[config.mk]
export PLATFORM = sky130hd
export DESIGN_NAME = camera_cmd_sequencer
export DESIGN_NICKNAME = d
export VERILOG_FILES = /design/src/rtl/camera_cmd_sequencer.sv
export SDC_FILE = /design/constraint.sdc
export NUM_CORES = 1
export LEC_CHECK = 0
export CORE_ASPECT_RATIO = 0.7
export CORE_MARGIN = 2
export CORE_UTILIZATION = 45
export DETAILED_ROUTE_END_ITERATION = 12
export PLACE_DENSITY = 0.73
export SYNTH_ARGS = -nofsm -noshare
export SYNTH_HDL_FRONTEND = slang
export SYNTH_SLANG_ARGS = --single-unit
[constraint.sdc]
create_clock -name clk -period 2.5 [get_ports clk]
set_clock_uncertainty 0.1 [all_clocks]
set_input_delay 0.5 -clock clk [delete_from_list [all_inputs] [get_ports clk]]
set_output_delay 0.5 -clock clk [all_outputs]
set_load 0.01 [all_outputs]
[src/rtl/camera_cmd_sequencer.sv]
// camera_cmd_sequencer: queues key presses and issues one camera command per rendered frame
// Ports: key_press/key_release pulses in; cmd_valid/cmd_ready handshake carrying cmd_key/cmd_rot/cmd_hold;
// render_frame/rendering_done pace frames; held is the held-key bitmap; drop flags a lost press.
// rst is asynchronous and active-low.
module camera_cmd_sequencer #(
    parameter int                  NUM_KEYS   = 12,
    parameter int                  FIFO_DEPTH = 4,
    parameter int                  CNT_W      = 16,
    parameter logic [NUM_KEYS-1:0] ROT_MASK   = 12'hFC0,
    parameter bit                  ROT_REPEAT = 1'b0,
    localparam int                 KEY_W      = $clog2(NUM_KEYS)
) (
    input  logic                clk,
    input  logic                rst,
    input  logic [NUM_KEYS-1:0] key_press,
    input  logic [NUM_KEYS-1:0] key_release,
    input  logic                cmd_ready,
    input  logic                rendering_done,
    output logic                cmd_valid,
    output logic [KEY_W-1:0]    cmd_key,
    output logic                cmd_rot,
    output logic [CNT_W-1:0]    cmd_hold,
    output logic                render_frame,
    output logic [NUM_KEYS-1:0] held,
    output logic                drop
);
    localparam int PTR_W = $clog2(FIFO_DEPTH);
    typedef enum logic [1:0] {IDLE, ISSUE, WAIT} state_t;
    state_t state, state_nx;
    logic [KEY_W-1:0] fifo [FIFO_DEPTH];
    logic [PTR_W:0] wr_ptr, rd_ptr;
    logic [KEY_W-1:0] push_key, head, cur_key, issue_key;
    logic [CNT_W-1:0] hc;
    logic empty, full, any_press, multi, push, pop, cur_valid, rep_ok, start;
    always_comb begin
        push_key = '0;
        for (int i = NUM_KEYS - 1; i >= 0; i--)
            if (key_press[i]) push_key = KEY_W'(i);
    end
    // extra pointer bit distinguishes full from empty
    assign empty     = wr_ptr == rd_ptr;
    assign full      = (wr_ptr[PTR_W] != rd_ptr[PTR_W]) && (wr_ptr[PTR_W-1:0] == rd_ptr[PTR_W-1:0]);
    assign any_press = |key_press;
    assign multi     = |(key_press & (key_press - NUM_KEYS'(1)));
    assign head      = fifo[rd_ptr[PTR_W-1:0]];
    assign pop       = (state == IDLE) && !empty;
    assign push      = any_press && (!full || pop);
    assign rep_ok    = held[cur_key] && cur_valid && (!ROT_MASK[cur_key] || ROT_REPEAT);
    // queued presses win over repeats
    assign start     = (state == IDLE) && (!empty || rep_ok);
    assign issue_key = pop ? head : cur_key;
    always_ff @(posedge clk or negedge rst) begin
        if (!rst) state <= IDLE;
        else      state <= state_nx;
    end
    always_comb begin
        state_nx = state == IDLE  ? (start ? ISSUE : IDLE) :
                   state == ISSUE ? (cmd_ready ? WAIT : ISSUE) :
                                    (rendering_done ? IDLE : WAIT);
    end
    always_comb begin
        cmd_valid    = state == ISSUE;
        render_frame = (state == ISSUE) && cmd_ready;
    end
    always_ff @(posedge clk) begin
        if (push) fifo[wr_ptr[PTR_W-1:0]] <= push_key;
    end
    always_ff @(posedge clk or negedge rst) begin
        if (!rst) begin
            wr_ptr    <= '0;
            rd_ptr    <= '0;
            held      <= '0;
            drop      <= 1'b0;
            cur_key   <= '0;
            cur_valid <= 1'b0;
            hc        <= '0;
            cmd_key   <= '0;
            cmd_rot   <= 1'b0;
            cmd_hold  <= '0;
        end else begin
            held <= (held | key_press) & ~key_release;
            if (push) wr_ptr <= wr_ptr + 1'b1;
            if (pop) rd_ptr <= rd_ptr + 1'b1;
            if (multi || (any_press && full && !pop)) drop <= 1'b1;
            if (pop) begin
                cur_key   <= head;
                cur_valid <= 1'b1;
            end
            if (pop) hc <= '0;
            else if (held[cur_key] && hc != '1) hc <= hc + 1'b1;
            if (start) begin
                cmd_key  <= issue_key;
                cmd_rot  <= ROT_MASK[issue_key];
                cmd_hold <= pop ? '0 : hc;
            end
        end
    end
endmodule

==> metrics.md <==
| Metric | Value |
|---|---|
| Status | `complete, no violations` |
| Final setup fails | `0` |
| Cell area after synthesis | `3700 um2` |
| Vias in the first global route | `2656` |
| Die Wd | `112 um` |
| Detailed Place HPWL | `5.76 mm` |
| Worst R2R End | `cmd_rot` |
| Synthesis Warnings | `0` |
| WS Path Type | `flip-flop to flip-flop` |
| Least-Margin Pin Slew | `0.527 ns` |
| GR Overflow Total | `0` |
| Clock transition at path regs | `0.06 ns` |
| CTS Buffer Depth | `2` |
| Placed cells | `487` |
| Largest net degree at the start of global routing | `64` |
| Placer congestion estimate | `0.897` |
| Residual DRC | `0` |
| CP endpoint kind | `flip-flop` |
| Int Pwr | `0.00342 W` |
| Design Power | `0.00513 W` |
| Gate Count Post-Synth | `313` |
| DR pass1 iterations | `4` |
| Distinct cells, synth | `47` |
| Flops & latches, synth | `79` |
| Clock Power Share | `26.6%` |
| Net Sw Frac | `33.3%` |
| Layout net count | `431` |
| Vias | `2637` |
| Vias/cell | `5.24` |
| Ant diodes | `0` |
| Ports | `64` |
| Port Buffers | `63` |
| Initial Util | `46.7%` |
| Critical Path Slowest Stage Cell | `mux4_1` |
| Drt total wl | `7.91 mm` |
| Max-cap violations | `0` |
| Reg2Reg Setup Slack | `0.16 ns` |
| Sw Pwr | `0.00171 W` |
| Die height | `79.9 um` |
| First-pass GRT wire length | `13.4 mm` |
| Logic pwr share | `36.2%` |
| Number of synthesized flops with an enable pin | `16` |
| Pwr/cell area | `1050 nW/um2` |
| Worst r2r src | `cur_key[0]` |
| CP top delay family | `multiplexers` |
| Total negative slack | `0 ns` |
| Buf/Inv on CP | `0` |
| Fin cells | `503` |
| CTS Sinks | `79` |
| Peak supply drop | `0.743 mV` |
| Total core area | `7940 um2` |
| Site Rows | `27` |
| Die area | `8990 um2` |
| Share of layout cells above drive strength 1 | `14.2%` |
| Leakage | `2.01 nW` |
| Crit path max fanout | `6` |
| Starting DRT DRC Count | `99` |
| Routed wire per std cell | `15.7 um` |
| Main synth FF type | `dfrtp_1` |
| Post-synthesis async set-or-reset flop share | `79.7%` |
| CTS tree | `yes` |
| Worst reg2reg path depth | `5` |
| Syn Area/Cell | `11.8 um2` |
| Highest Clock Rate | `0.428 GHz` |
| Initial antenna violation count | `0` |
| Clock latency on the worst-skew pair | `0.33 ns` |
| CP required | `2.61 ns` |
| Sequential power share | `37.2%` |
| Postcts setup bufs | `0` |
| Total track usage | `19.5%` |
| Routed Antenna Nets | `0` |
| Root buffer cell | `clkbuf_16` |
| Crit-path max cell delay | `0.65 ns` |
| H-tree level count | `3` |
| Worst slew margin | `64.6%` |
| Post-synthesis sequential area ratio | `55.5%` |
| Final period util | `93.4%` |
| Fin. max-slew vios | `0` |
| Critical path, cell by cell | `mux4_1, nor2b_1, nor4_4, or2_1, mux2_1` |
| Num CTS Buffers | `9` |
| Startpoint types | `flip-flop` |
| Area Overhead vs Synth | `31.8%` |
| HP Class | `input port to asynchronous set/reset pin` |
| RSZ-0062 raised after global routing | `false` |
| Final Hold Vio Count | `0` |
| Fin crit period | `2.34 ns` |
| Post-Syn Nets | `347` |
| WP data arrival | `2.45 ns` |
==> state kept, by name (all words and copies together), names as in the netlist, 2 cells and up <==
signal and count:
cmd_hold 16, cmd_key 4, cur_key 4, fifo 16, hc 16, held 12, rd_ptr 3, state 2
wr_ptr 3
==> metal layers <==
layer,GRT usage [%],part of all wire (%),vias up
met3,6.91,7.9,10
met1,28.2,48,1274
met4,5.12,1.2,0
met2,28.1,43,90
met5,0,0,-
li1,-,-,1263
==> synth_stat cells, drive strengths merged, types with 2 or more instances <==
library cell | instances | area [um2]
nor2 | 64 | 240
dfrtp | 63 | 1580
mux2i | 17 | 170
edfxtp | 16 | 480
nand2 | 16 | 60.1
xnor2 | 14 | 123
nor3 | 11 | 90.1
inv | 10 | 37.5
a21oi | 9 | 45.0
mux2 | 9 | 101
mux4 | 8 | 195
nor4 | 7 | 71.3
xor2 | 7 | 61.3
ha | 6 | 75.1
nand3 | 6 | 30.0
and2 | 5 | 31.3
o21ai | 5 | 25.0
buf | 4 | 35.0
clkbuf | 4 | 15.0
or2 | 4 | 25.0
nand4 | 3 | 18.8
or3 | 3 | 23.8
a21o | 2 | 15.0
maj3 | 2 | 20.0
nand2b | 2 | 12.5
nor2b | 2 | 12.5
o21a | 2 | 15.0
o21bai | 2 | 15.0
==> power by group through the flow <==
stage | sequential (W) | clock [W] | combinational (W)
after global routing | 0.00195 | 0.00145 | 0.00205
after CTS | 0.00191 | 0.00139 | 0.00188
after global placement | 0.00192 | 0 | 0.00181
after floorplan | 0.00187 | 0 | 0.00132
after detailed placement | 0.00193 | 0 | 0.00186
final | 0.00191 | 0.00137 | 0.00186
==> what timing repair did <==
action | 4_1_cts | 5_1_grt
setup endpoints to repair | 0 | 1
hold buffers | 0 | 0
resized for setup | 0 | 1
==> cells in the final DEF (no fill, tap or decap), types with 3 or more instances in the layout <==
master           instances
nor2_1                  64
dfrtp_1                 63
clkdlybuf4s50_1         62
mux2i_1                 17
buf_4                   17
nand2_1                 16
edfxtp_1                16
xnor2_1                 14
inv_1                   10
a21oi_1                  9
clkbuf_16                9
nor3_2                   7
xor2_1                   7
nand3_1                  6
ha_1                     6
and2_1                   5
o21ai_0                  5
mux2_1                   5
nor3_1                   4
mux4_2                   4
mux2_2                   4
mux4_1                   4
nor4_1                   3
or2_2                    3
nor4_2                   3
nand4_1                  3
==> worst max-delay path by stage <==
| stage | slack [ns] | start | cells past startpoint | endpoint |
|---|---|---|---|---|
| finish | 0.16 | cur_key[0] | 5 | cmd_rot |
| global route | 0.06 | cur_key[0] | 5 | cmd_key[0] |
| CTS | 0.15 | cur_key[0] | 5 | cmd_rot |
| detailed placement | -0.11 | key_press[3] | 7 | wr_ptr[2] |
| global placement | 0.0004 | key_press[3] | 7 | wr_ptr[2] |
| floorplan | 0.32 | cur_key[0] | 6 | cmd_key[3] |
==> area by class of cell <==
class / instances / area [um2]
clock buffer: 10 / 229
sequential: 79 / 2060
clock inverter: 6 / 85.1
inverter: 10 / 37.5
multi-input combinational: 216 / 1580
fill: 646 / 3060
tap: 101 / 126
timing repair buffer: 81 / 773
==> cells by family after synthesis <==
logic type | count (synthesis) | share of synthesized area (%)
fa+ha+maj | 8 | 2.57
xor+xnor | 21 | 4.96
flops | 79 | 55.5
simple gates | 126 | 17.3
mux | 34 | 12.6
compound gates | 27 | 4.73
buf+inv | 18 | 2.36
==> metrics by stage <==
stage | utilization (%) | hold WS [ns] | worst slack (ns) | cell area [um2]
global placement | 57.5 | 0.357 | 0.000434 | 4560
finish | 61.5 | 0.0600 | 0.165 | 4880
floorplan | - | 0.104 | 0.319 | 3700
CTS | 61.4 | 0.0771 | 0.152 | 4880
detailed placement | 57.5 | 0.374 | -0.107 | 4560
global route | 61.5 | 0.0923 | 0.0594 | 4880
(Power assumes the default switching activity.)
